$ cat config.mk
export PLATFORM = sky130hd
export DESIGN_NAME = activity_timer
export DESIGN_NICKNAME = d
export VERILOG_FILES = /design/src/rtl/activity_timer.sv
export SDC_FILE = /design/constraint.sdc
export NUM_CORES = 1
export LEC_CHECK = 0
export ABC_CLOCK_PERIOD_IN_PS = 8100
export BUFFER_PORTS_ARGS = -buffer_cell sky130_fd_sc_hd__buf_2
export CAP_MARGIN = 20
export CORE_ASPECT_RATIO = 0.9
export CORE_MARGIN = 8
export CORE_UTILIZATION = 45
export DETAILED_ROUTE_END_ITERATION = 16
export SETUP_SLACK_MARGIN = 0.05
export SYNTH_ARGS = -nofsm -noshare
export SYNTH_HDL_FRONTEND = slang
export SYNTH_SLANG_ARGS = --single-unit
$ cat constraint.sdc
create_clock -name clk27 -period 8.1 [get_ports clk27]
set_input_delay 1.62 -clock clk27 [delete_from_list [all_inputs] [get_ports clk27]]
set_output_delay 1.62 -clock clk27 [all_outputs]
set_load 0.005 [all_outputs]
$ cat src/rtl/activity_timer.sv
// Multi-channel millisecond event timer for the clk27 housekeeping domain.
// Each channel runs as an idle-timeout or a pulse-stretcher off a shared ms prescaler.
module activity_timer #(
  parameter int NUM_CH   = 4,
  parameter int TICK_DIV = 27000,
  parameter int MS_W     = 15
) (
  input  logic                     clk27,
  input  logic                     reset,
  input  logic [NUM_CH-1:0]        event_i,
  input  logic [NUM_CH-1:0]        edge_mode_i,
  input  logic [NUM_CH-1:0]        mode_i,
  input  logic [NUM_CH-1:0]        en_i,
  input  logic [NUM_CH*MS_W-1:0]   timeout_ms_i,
  output logic [NUM_CH-1:0]        status_o,
  output logic                     any_o,
  output logic                     tick_o
);

  localparam int              PW        = (TICK_DIV > 1) ? $clog2(TICK_DIV) : 1;
  localparam logic [PW-1:0]   PRESC_MAX = PW'(TICK_DIV - 1);
  localparam logic [MS_W-1:0] MS_MAX    = '1;

  logic [PW-1:0]     presc_q;
  logic              tick_d;
  logic [NUM_CH-1:0] sync1_q;
  logic [NUM_CH-1:0] sync2_q;
  logic [NUM_CH-1:0] prev_q;
  logic [NUM_CH-1:0] armed_q;
  logic [NUM_CH-1:0] ev;
  logic [NUM_CH-1:0] status_d;
  logic [MS_W-1:0]   ms_cnt [NUM_CH];

  // The counters advance on the same edge that registers tick_o, so they see tick_d.
  assign tick_d = (presc_q == PRESC_MAX);

  // NOTE: sequential state uses non-blocking assignments so every flop samples pre-edge values.
  always_ff @(posedge clk27 or posedge reset) begin
    if (reset) begin
      presc_q <= '0;
      tick_o  <= 1'b0;
    end else begin
      presc_q <= tick_d ? '0 : presc_q + PW'(1);
      tick_o  <= tick_d;
    end
  end

  // NOTE: event_i may be asynchronous, so two flops settle metastability before any logic looks at it.
  always_ff @(posedge clk27 or posedge reset) begin
    if (reset) begin
      sync1_q <= '0;
      sync2_q <= '0;
      prev_q  <= '0;
    end else begin
      sync1_q <= event_i;
      sync2_q <= sync1_q;
      prev_q  <= sync2_q;
    end
  end

  always_comb begin
    ev = '0;
    for (int c = 0; c < NUM_CH; c++) begin
      ev[c] = edge_mode_i[c] ? (sync2_q[c] & ~prev_q[c]) : (sync2_q[c] ^ prev_q[c]);
    end
  end

  // NOTE: the counter array is a handful of flops, not a RAM, so it takes the reset like any other state.
  always_ff @(posedge clk27 or posedge reset) begin
    if (reset) begin
      armed_q <= '0;
      for (int c = 0; c < NUM_CH; c++) ms_cnt[c] <= '0;
    end else begin
      for (int c = 0; c < NUM_CH; c++) begin
        if (en_i[c]) begin
          if (ev[c]) begin
            ms_cnt[c]  <= '0;
            armed_q[c] <= 1'b1;
          end else if (tick_d && ms_cnt[c] != MS_MAX) begin
            ms_cnt[c] <= ms_cnt[c] + MS_W'(1);
          end
        end
      end
    end
  end

  // NOTE: status_d gets a default before the loop so no path leaves it unassigned (no latch).
  always_comb begin
    status_d = status_o;
    for (int c = 0; c < NUM_CH; c++) begin
      if (en_i[c]) begin
        if (timeout_ms_i[c*MS_W +: MS_W] == '0)
          status_d[c] = 1'b0;
        else if (mode_i[c])
          status_d[c] = armed_q[c] & (ms_cnt[c] < timeout_ms_i[c*MS_W +: MS_W]);
        else
          status_d[c] = (ms_cnt[c] >= timeout_ms_i[c*MS_W +: MS_W]);
      end
    end
  end

  always_ff @(posedge clk27 or posedge reset) begin
    if (reset) begin
      status_o <= '0;
      any_o    <= 1'b0;
    end else begin
      status_o <= status_d;
      any_o    <= |status_d;
    end
  end

endmodule

# Word-level counts from Yosys, hierarchy flattened
# Index checks and enable logic that the tools add are counted.
[word_totals]
reg_bits = 97
input_bits = 78
out_inout_bits = 6
wordCells = 95
[classes]
n_addsub = 5
n_lt_le_gt_ge = 8
n_eq_ne = 5
n_mux = 25
bitwise_logic = 16
n_reduce_logical = 21
[ops]
columns = ["operator", "count"]
rows = [
  ["two-way mux 15 bit", 9],
  ["adder 15 x 1 -> 15 bit, second input constant", 5],
  ["greater-or-equal comparator 15 bit", 4],
  ["logical NOT 15 bit", 4],
  ["less-than comparator 15 bit", 4],
  ["!= test 15 bit, second input constant", 4],
  ["two-way mux 1 bit", 16],
  ["AND reduction 2 bit", 8],
  ["equality test 15 bit, second input constant", 1],
  ["bitwise AND 1 bit", 8],
  ["nonzero test 2 bit", 4],
  ["logical AND 1 bit", 4],
  ["inverter 1 bit", 4],
  ["OR reduction 4 bit", 1],
  ["XOR 1 bit", 4],
]

# Logic depth before layout (Yosys ltp)
# Gate-level depths: netlist of run 1.
[logic_depth]
depth_word = 6
mapped_depth = 10
mapped_depth_nobuf = 8

# Worst setup path after synthesis of run 1
# Ideal clock, no wire load.
[synth_path]
path_type = "input-to-reg"
startpoint = "in timeout_ms_i[36]"
endpoint = "reg any_o"
setup_time_ps = 138
arrival_ps = 3037
required_ps = 7962
slack_ps = 4925
path_stages = 8
path_cell_list = "inv_1 -> ha_1 -> a21oi_1 -> o21ai_0 -> o21ai_0 -> and3_1 -> a211oi_1 -> or4_1"
[synth_via]
elab_chain_len = 6
[synth_lines]
columns = ["element", "line", "rtl"]
rows = [
  ["start, declared", "14", "input logic [NUM_CH*MS_W-1:0] timeout_ms_i,"],
  ["less-than comparator 15 bit", "95", "status_d[c] = armed_q[c] & (ms_cnt[c] < timeout_ms_i[c*MS_W +: MS_W]);"],
  ["bitwise AND 1 bit", "95", ""],
  ["two-way mux 1 bit", "94", "else if (mode_i[c])"],
  ["two-way mux 1 bit (*)", "92", "if (timeout_ms_i[c*MS_W +: MS_W] == '0)"],
  ["two-way mux 1 bit (*)", "91", "if (en_i[c]) begin"],
  ["named net status_d[2]", "31", "logic [NUM_CH-1:0] status_d;"],
  ["OR reduction 4 bit (*)", "108", "any_o <= |status_d;"],
  ["end signal, assigned", "108", ""],
  ["end, declared", "16", "output logic any_o,"],
]
# Mark *: on every way through the listed nets, which the timed path passes. The rest lies on a longest branch.
# A chain may end at the register's enable or synchronous reset.

# Worst setup path in the final report of run 1
[layout_path]
startpoint = "in timeout_ms_i[12]"
endpoint = "reg any_o"
# The elaborated chain is that of the path after synthesis.

==> metrics.yaml, run 1 <==
hold_ws_ns: 0.352
drc_errors: 0
diodes: 0
initial_utilization_pct: 45.4
hold_path_depth: 0
cts_tree: "yes"
hp-class: "reg -> reg"
grt_setup_unrepaired: "false"
hold_viol_final: 0
yosys_warnings: 0
drt_iter0_drc: 286
netlist_instances: 699
period_needed_ns: 3.24
end_kind: "flip-flop"
grt_pass1_wl_mm: 25.8
drt-wirelength-per-cell_um: 15.8
synth_top_flop_cell: "dfrtp_1"
switchingPower_uw: 261
clock-root-buffer: "clkbuf_16"
area_delta_synth_final_pct: 14.2
setup_violations: 0
via_per_inst: 5.47
port_buffers: 83
cts_buffers: 9
grt_max_degree: 56
gp_congestion: 0.878
run_status: "complete, no violations"
clkLatencyLatePin_ns: 0.36
ys_ff_latch: 97
async_flop_share_pct: 100
tightest_slew_ns: 0.968
core_mm2: 0.0138
syn_nets: 846
crit_required_ns: 8.39
slew_viol_final: 0
placed_area_mm2: 0.00686
track_usage_pct: 17.8
yosysSeqAreaShare_pct: 38.7
synth_edf_count: 0
reg2reg_depth: 7
cap_violations: 0
nNetsFinal: 931
post_cts_buffers: 0
row_count: 41
path_class: "in -> reg"
fmax_mhz: 308
cts_buffer_depth: 2
cts_sinks: 97
cp_max_fo: 3
grt_pass1_vias: 5291
final_antenna_net_count: 0
via_count: 5252
mostFrequentLayoutCells: "dfrtp_1 (97), inv_1 (86), buf_2 (83)"
drt_pass1_iterations: 5
htreeDepth: 3
path_clk_slew_ns: 0.07
antenna_found_initial: 0
powerDensity_mw_per_mm2: 141
synth_area_mm2: 0.00627
ir_drop_uv: 99.0
dpl.hpwl_mm: 11.6
p_clk_share_pct: 41.9
cp.arrival_ns: 3.54
post-route-period-util_pct: 40.0
cts_hold_buf: 0
ioPinCount: 84
clock_skew_ns: 0.00893
internal_power_uw: 745
totalWireLength_mm: 15.2
final_common_cell: "dfrtp_1"
maxSlewHeadroom_pct: 34.6
design_area_mm2: 0.00715
power.share.switching_pct: 26.0
die-width_um: 140
overflow: 0
tns_ns: 0
pwr-share-comb_pct: 9.1
cts_resized: 0
seqPwrFrac_pct: 49.0
power.leakage_uw: 0.00346
yosysUniqueCellTypes: 47
die_y_um: 128
syn-mean-instance-area_um2: 8.96
drive_above_1_share_pct: 13.8
finalPower_uw: 1010
die-area_mm2: 0.0180
critPathLaunchType: "primary input"
## critical path, cell delays in order
cell,delay (ns)
buf_2,0.09
inv_1,0.04
ha_1,0.28
nand4_1,0.18
nor4_1,0.43
nor3_1,0.08
a211oi_1,0.60
or4_1,0.20
## cell usage after synthesis (4+ instances only)
master      n  area share [%]
nor2b_1     8            0.80
nor2_1     59             3.5
a211oi_1    9             1.1
nand3_1    34             2.7
a41oi_1     4            0.56
and4_1      5            0.70
xnor2_1    24             3.4
or3_1      13             1.3
mux2i_1     4            0.64
clkbuf_1   10            0.60
dfrtp_1    97              39
nor3_1     16             1.3
and3_1     13             1.3
o21ai_0    34             2.7
and2_1      7            0.70
nand2_1    37             2.2
a21oi_1    50             4.0
o2111ai_1   4            0.56
nand2b_1    9            0.90
xor2_1     25             3.5
inv_1      87             5.2
nand4_1    29             2.9
ha_1       69              14
nor4_1     18             1.8
nand3b_1    7            0.84
## metrics by stage
step | util [%] | setup WS (ns) | std cells
2_1_floorplan | - | 3.95 | 699
3_3_place_gp | 49.7 | 4.46 | 944
3_5_place_dp | 49.7 | 4.43 | 944
4_1_cts | 51.8 | 4.81 | 960
5_1_grt | 51.8 | 4.66 | 961
6_report | 51.8 | 4.86 | 961
## per-layer routing
layer	routed length, um	part of all wire (%)	vias to the layer above	GRT usage (%)
met5	0	0	-	0
met4	144	0.95	0	3.64
met3	619	4.1	12	4.80
met2	7020	46	85	29.0
met1	7380	49	2523	23.2
li1	-	-	2632	-
## registers in the layout (all words and copies together), names as in the netlist
name      cells
any_o         1
armed_q       4
ms_cnt       60
presc_q      15
prev_q        4
status_o      4
sync1_q       4
sync2_q       4
tick_o        1
## kinds of logic after synthesis
family,Yosys count,synth area share (%)
compound gates,118,11.7
buf+inv,99,6.25
mux,4,0.639
xor+xnor,49,6.85
simple gates,263,22.1
fa+ha+maj,69,13.8
flops,97,38.7
## cell type report
type / instances / area, um^2
flip-flops and latches: 97 / 2430
multi-input cells: 503 / 3450
fillers: 1304 / 6650
repair buffers: 85 / 430
well taps: 172 / 215
inverters: 88 / 345
clock inverters: 6 / 48.8
clock buffers: 10 / 239
## power groups by stage
| stage | Sequential, uW | Combinational [uW] | Clock (uW) |
|---|---|---|---|
| floorplan | 501 | 48.1 | 0 |
| global placement | 502 | 88.3 | 0 |
| detailed placement | 502 | 91.8 | 0 |
| CTS | 492 | 92.4 | 437 |
| global route | 493 | 105 | 453 |
| finish | 493 | 91.5 | 422 |
## path summary, 6_finish.rpt
check / from / slack (ns) / to
max: timeout_ms_i[12] / 4.86 / any_o
min: sync1_q[2] / 0.35 / sync2_q[2]
max reg2reg: presc_q[12] / 4.89 / ms_cnt[43]
min reg2reg: sync1_q[2] / 0.35 / sync2_q[2]
max in group asynchronous: reset / 5.65 / ms_cnt[16]
min in group asynchronous: reset / 1.33 / ms_cnt[3]
No activity file was read; power rests on OpenSTA's default activity.
==> run 2, diff against run 1 <==
--- a/config.mk
+++ b/config.mk
@@ -5,13 +5,14 @@
 export SDC_FILE = /design/constraint.sdc
 export NUM_CORES = 1
 export LEC_CHECK = 0
-export ABC_CLOCK_PERIOD_IN_PS = 8100
+export ABC_CLOCK_PERIOD_IN_PS = 2700
 export BUFFER_PORTS_ARGS = -buffer_cell sky130_fd_sc_hd__buf_2
 export CAP_MARGIN = 20
 export CORE_ASPECT_RATIO = 0.9
 export CORE_MARGIN = 8
 export CORE_UTILIZATION = 45
 export DETAILED_ROUTE_END_ITERATION = 16
+export PLACE_DENSITY = 0.67
 export SETUP_SLACK_MARGIN = 0.05
 export SYNTH_ARGS = -nofsm -noshare
 export SYNTH_HDL_FRONTEND = slang
==> constraint.sdc (replaced) <==
create_clock -name clk27 -period 2.7 [get_ports clk27]
set_input_delay 0.54 -clock clk27 [delete_from_list [all_inputs] [get_ports clk27]]
set_output_delay 0.54 -clock clk27 [all_outputs]
set_load 0.005 [all_outputs]
==> run 2 against run 1 <==
- the run now ends with setup timing left
- combinational power rose to 3.1 times the previous value
- first-iteration DRC count rose by 31%
- setup slack got worse by 4.9 ns
- global-route usage fell by 0.45 points
- via count rose by 2.4%
- sequential cell count did not move
- non-clock buffer count rose by 25
- power rose to 3.0 times the previous value
- clock power rose to 2.9 times the previous value
- register-to-register slack got worse by 4.9 ns
- critical endpoint is now ms_cnt[43]
- largest cell class unchanged
- highest routed layer unchanged
==> metrics.yaml, run 2 (same netlist as run 1, synthesis figures left out) <==
run_status: "finished, violations left"
violations: "setup timing"
path_clk_slew_ns: 0.07  # about the same
row_count: 41  # unchanged
multiInputGateArea_mm2: 0.00350  # +1.6%
drt_pass1_iterations: 6  # +1
antenna_found_initial: 0  # unchanged
nNetsFinal: 956  # +2.7%
via_per_inst: 5.46  # -0.16%
drc_errors: 0  # unchanged
final_util_pct: 53.8  # +2.0 points
cts_tree: "yes"
via_count: 5380  # +2.4%
hp-class: "in -> async"
place_ws_ns: -0.0974  # -4.53 ns
final_common_cell: "dfrtp_1"
setup_violations: 1  # +1
tightest_slew_ns: 0.992  # +0.0243 ns
totalWireLength_mm: 15.1  # -0.33%
fill_cells: 1260  # -3.4%
critPathLaunchType: "flip-flop"
clock_skew_ns: 0.00801  # -0.000919 ns
mostFrequentLayoutCells: "dfrtp_1 (97), inv_1 (86), buf_2 (83)"
setup_slack_ns: -0.00260  # -4.86 ns
area_delta_synth_final_pct: 18.6
drt_iter0_drc: 376  # +31%
power.share.switching_pct: 24.2  # -1.7 points
drive_above_1_share_pct: 17.8  # +4.0 points
internal_power_uw: 2250  # +200%
seqPwrFrac_pct: 49.7  # +0.7 points
ir_drop_uv: 456  # +360%
pwr-share-comb_pct: 9.5  # +0.4 points
track_usage_pct: 17.3  # -0.45 points
cts_buffers: 9  # unchanged
cts_buffer_depth: 2  # unchanged
cap_violations: 0  # unchanged
clkLatencyLatePin_ns: 0.35  # about the same
grt_setup_unrepaired: "true"
path_class: "reg -> reg"
drt-wirelength-per-cell_um: 15.3  # -2.9%
routed-wl-met3_um: 808  # +31%
core_mm2: 0.0138  # unchanged
initial_utilization_pct: 45.4  # unchanged
reg.largest.list: "ms_cnt (60), presc_q (15)"
dpl.hpwl_mm: 11.9  # +1.9%
htreeDepth: 3  # unchanged
maxSlewHeadroom_pct: 33.6  # -1.0 points
slew_viol_final: 0  # unchanged
final_antenna_net_count: 0  # unchanged
cts_sinks: 97  # unchanged
gp_congestion: 0.844  # -3.9%
grt_max_degree: 33  # -41%
hold_viol_final: 0  # unchanged
end_kind: "flip-flop"
cp.arrival_ns: 2.97  # -0.57 ns
largest_reg_flops: 60  # unchanged
die-width_um: 140  # unchanged
die_y_um: 128  # unchanged
cp_max_fo: 5  # +2
die-area_mm2: 0.0180  # unchanged
diodes: 0  # unchanged
met2_length_mm: 7.07  # +0.70%
p_clk_share_pct: 40.8  # -1.1 points
crit_required_ns: 2.96  # -5.43 ns
ioPinCount: 84  # unchanged
post-route-period-util_pct: 100
port_buffers: 83  # unchanged
grt_pass1_vias: 5399  # +2.0%
top_register: "ms_cnt"
finalPower_uw: 2970  # +200%
overflow: 0  # unchanged
grt_pass1_wl_mm: 25.6  # -0.77%
cts_hold_buf: 0  # unchanged
period_needed_ns: 2.70
drt-met1-wl_mm: 7.04  # -4.6%
clock-root-buffer: "clkbuf_16"
ff_latch_area_mm2: 0.00243  # unchanged
power.leakage_uw: 0.00360  # +4.0%
powerDensity_mw_per_mm2: 400  # +180%
fmax_mhz: 370
switchingPower_uw: 720  # +180%
top_layer_used: "met4"
-- run 2: path summary, 6_finish.rpt --
kind | from | end | slack [ns] | cells past startpoint
worst min-delay path | reset | ms_cnt[54] | 0.30 | 2
min in group clk27 | event_i[0] | sync1_q[0] | 0.30 | 1
worst max-delay path | presc_q[9] | ms_cnt[43] | -0.003 | 7
worst max register to register | presc_q[9] | ms_cnt[43] | -0.003 | 7
worst min register to register | sync1_q[0] | sync2_q[0] | 0.35 | 0
max in group asynchronous | reset | ms_cnt[9] | 1.63 | 3
-- run 2: repair_timing --
action                     in CTS  in global routing
buffers inserted                1                  2
gates resized for setup         4                 10
setup endpoints to repair      21                 21
pin swaps                       1                  1
-- run 2: worst max-delay path: stages, from the launching register on --
cell,delay [ns]
dfrtp_1,0.37
or4bb_1,0.50
or4_4,0.61
clkinv_8,0.08
o211ai_4,0.06
or4_4,0.51
or3_1,0.36
a21oi_1,0.14
-- run 2: cell type report --
cell class	instances	share of cell area, %
clock inverter	5	0.387
tap	172	2.90
sequential	97	32.7
clock buffer	11	3.40
inverter	88	4.66
timing repair buffer	110	8.87
multi-input combinational	503	47.1
-- run 2: per-layer routing --
layer  vias to the layer above  global-route usage, %
li1                       2684                      -
met1                      2557                   22.1
met2                       123                   28.5
met3                        16                   4.73
met4                         0                   4.34
met5                         -                      0
-- run 2: power groups by stage --
stage | registers [uW] | clock network, uW | logic [uW]
finish | 1480 | 1210 | 284
global route | 1480 | 1300 | 323
CTS | 1480 | 1240 | 287
detailed placement | 1500 | 0 | 286
global placement | 1500 | 0 | 274
floorplan | 1500 | 0 | 145
-- run 2: through the flow --
stage,TNS (ns),hold slack (ns),instance area [um^2],std cells
finish,-0.00260,0.300,7430,986
global route,-0.119,0.280,7430,986
CTS,-0.00884,0.284,7380,984
detailed placement,-0.436,0.336,7070,967
global placement,-0.114,0.332,7070,967
floorplan,-0.0316,0.331,6270,699
==> run 3, diff against run 2 <==
--- a/config.mk
+++ b/config.mk
@@ -6,7 +6,7 @@
 export NUM_CORES = 1
 export LEC_CHECK = 0
 export ABC_CLOCK_PERIOD_IN_PS = 2700
-export BUFFER_PORTS_ARGS = -buffer_cell sky130_fd_sc_hd__buf_2
+export BUFFER_PORTS_ARGS = -buffer_cell sky130_fd_sc_hd__buf_4
 export CAP_MARGIN = 20
 export CORE_ASPECT_RATIO = 0.9
 export CORE_MARGIN = 8
==> run 3 against run 2 <==
- the flow now finishes without violations
- sequential power is essentially flat
- setup slack gained 0.041 ns
- sequential cell count is the same
- combinational power grew 12%
- clock skew grew 0.0012 ns
- clock power grew 13%
- fmax grew 1.6%
- clock-buffer cell count is the same
- via count shrank 0.59%
- critical path depth is the same
- highest routed layer unchanged
==> metrics.yaml, run 3 (same netlist as run 1, synthesis figures left out) <==
path_class: "reg -> reg"
slew_viol_final: 0  # unchanged
hold_viol_final: 0  # unchanged
row_count: 41  # unchanged
ioPinCount: 84  # unchanged
met2_usage_pct: 29.3  # +0.83 points
fill_cells: 1204  # -4.4%
power.leakage_uw: 0.00370  # +2.9%
overflow: 0  # unchanged
dp_cells: 968  # +0.10%
multiInputGateArea_mm2: 0.00351  # +0.14%
initial_utilization_pct: 45.4  # unchanged
top_register: "ms_cnt"
die_y_um: 128  # unchanged
run_status: "complete, no violations"
diodes: 0  # unchanged
gp_congestion: 0.862  # +2.1%
htreeDepth: 3  # unchanged
track_usage_pct: 17.2  # -0.15 points
crit_required_ns: 2.96  # about the same
die-area_mm2: 0.0180  # unchanged
cp_max_fo: 5  # unchanged
tightest_slew_ns: 1.02  # +0.0238 ns
area_delta_synth_final_pct: 22.3
post-route-period-util_pct: 98.6  # -1.5 points
dpl.hpwl_mm: 11.7  # -1.1%
top_usage_layer: "met2"
final_util_pct: 55.5  # +1.7 points
via_count: 5348  # -0.59%
cts_sinks: 97  # unchanged
cp.arrival_ns: 2.92  # -0.05 ns
cts_buffer_depth: 2  # unchanged
antenna_found_initial: 0  # unchanged
path_clk_slew_ns: 0.07  # about the same
cts_buffers: 9  # unchanged
slowest_delay_ns: 0.60  # about the same
hp-class: "in -> async"
die-width_um: 140  # unchanged
reg2reg_slack_ns: 0.04  # +0.04 ns
cap_violations: 0  # unchanged
design_area_mm2: 0.00766  # +3.1%
hold_ws_ns: 0.279  # -0.0219 ns
powerDensity_mw_per_mm2: 413  # +3.3%
clkLatencyLatePin_ns: 0.35  # about the same
clock-root-buffer: "clkbuf_16"
totalWireLength_mm: 15.0  # -0.99%
critPathSlowestCell: "or4_4"
ir_drop_uv: 436  # -4.4%
setup_violations: 0  # -1
met3_usage_pct: 4.77  # +0.037 points
end_kind: "flip-flop"
port_buffers: 83  # unchanged
final_common_cell: "buf_4"
nNetsFinal: 957  # +0.10%
drt-wirelength-per-cell_um: 15.2  # -0.99%
placed_area_mm2: 0.00726  # +2.7%
cts_tree: "yes"
grt_pass1_vias: 5513  # +2.1%
clock_skew_ns: 0.00923  # +0.00121 ns
cts_hold_buf: 0  # unchanged
drc_errors: 0  # unchanged
drive_above_1_share_pct: 17.3  # -0.49 points
critPathLaunchType: "flip-flop"
grt_pass1_wl_mm: 25.6  # -0.35%
drt_iter0_drc: 280  # -26%
reg.largest.list: "ms_cnt (60), presc_q (15)"
core_mm2: 0.0138  # unchanged
stdcell_count: 986  # unchanged
grt_max_degree: 48  # +45%
period_needed_ns: 2.66  # -0.0415 ns
tns_ns: 0  # +0.00260 ns
via_per_inst: 5.42  # -0.59%
largest_reg_flops: 60  # unchanged
final_antenna_net_count: 0  # unchanged
grt_util_met1_pct: 21.2  # -0.97 points
drt_pass1_iterations: 4  # -2
crit_path_frequent_cell: "or4_4"
mostFrequentLayoutCells: "buf_4 (109), dfrtp_1 (97), inv_1 (86)"
grt_setup_unrepaired: "true"
crit_chain: "or4bb_1 > or4_4 > clkinv_8 > o211ai_4 > or4_4 > or3_1 > a21oi_2"
ff_latch_area_mm2: 0.00243  # unchanged
maxSlewHeadroom_pct: 32.0  # -1.6 points
fmax_mhz: 376  # +1.6%
run 3: final cells by class:
cell class                      instances  area share, %
Clock buffer                           11           3.17
Clock inverter                          4           1.01
Inverter                               88           4.52
Multi-Input combinational cell        503           45.7
Sequential cell                        97           31.7
Tap cell                              172           2.81
Timing Repair Buffer                  111           11.1
run 3: report_power, final:
part	internal [uW]	leakage, uW	switching [uW]
combinational	145	0.00226	171
clock	835	0.000156	537
sequential	1470	0.00128	8.16
run 3: path summary, 6_finish.rpt:
| check | startpoint | end | cells past startpoint |
|---|---|---|---|
| worst max-delay path | presc_q[10] | ms_cnt[41] | 7 |
| worst min-delay path | reset | armed_q[2] | 2 |
| worst max register to register | presc_q[10] | ms_cnt[41] | 7 |
| worst min register to register | sync1_q[3] | sync2_q[3] | 0 |
| max in group asynchronous | reset | armed_q[3] | 3 |
| min in group clk27 | event_i[0] | sync1_q[0] | 1 |
run 3: per-layer routing:
| layer | wire (um) | share of wire, % |
|---|---|---|
| met5 | 0 | 0 |
| met4 | 104 | 0.69 |
| met3 | 766 | 5.1 |
| met2 | 7230 | 48 |
| met1 | 6870 | 46 |
run 3: through the flow:
step	total power (uW)	worst slack, ns
4_1_cts	3210	0.0283
6_report	3170	0.0389
3_5_place_dp	1820	-0.0607
3_3_place_gp	1810	-0.0320
2_1_floorplan	1650	-0.0316
5_1_grt	3310	-0.0348
run 3: repair_timing:
item | CTS | global route
setup buffers | 0 | 3
pin swaps | 3 | 3
setup endpoints to repair | 21 | 20
gates resized for setup | 3 | 10
run 3: worst max-delay path: cells and delay by family (launching register included):
kind,cells,cell delay (ns)
flip-flops,1,0.37
AND/OR/NAND/NOR,4,1.93
AO/OA/AOI/OAI,2,0.21
buffers and inverters,1,0.07
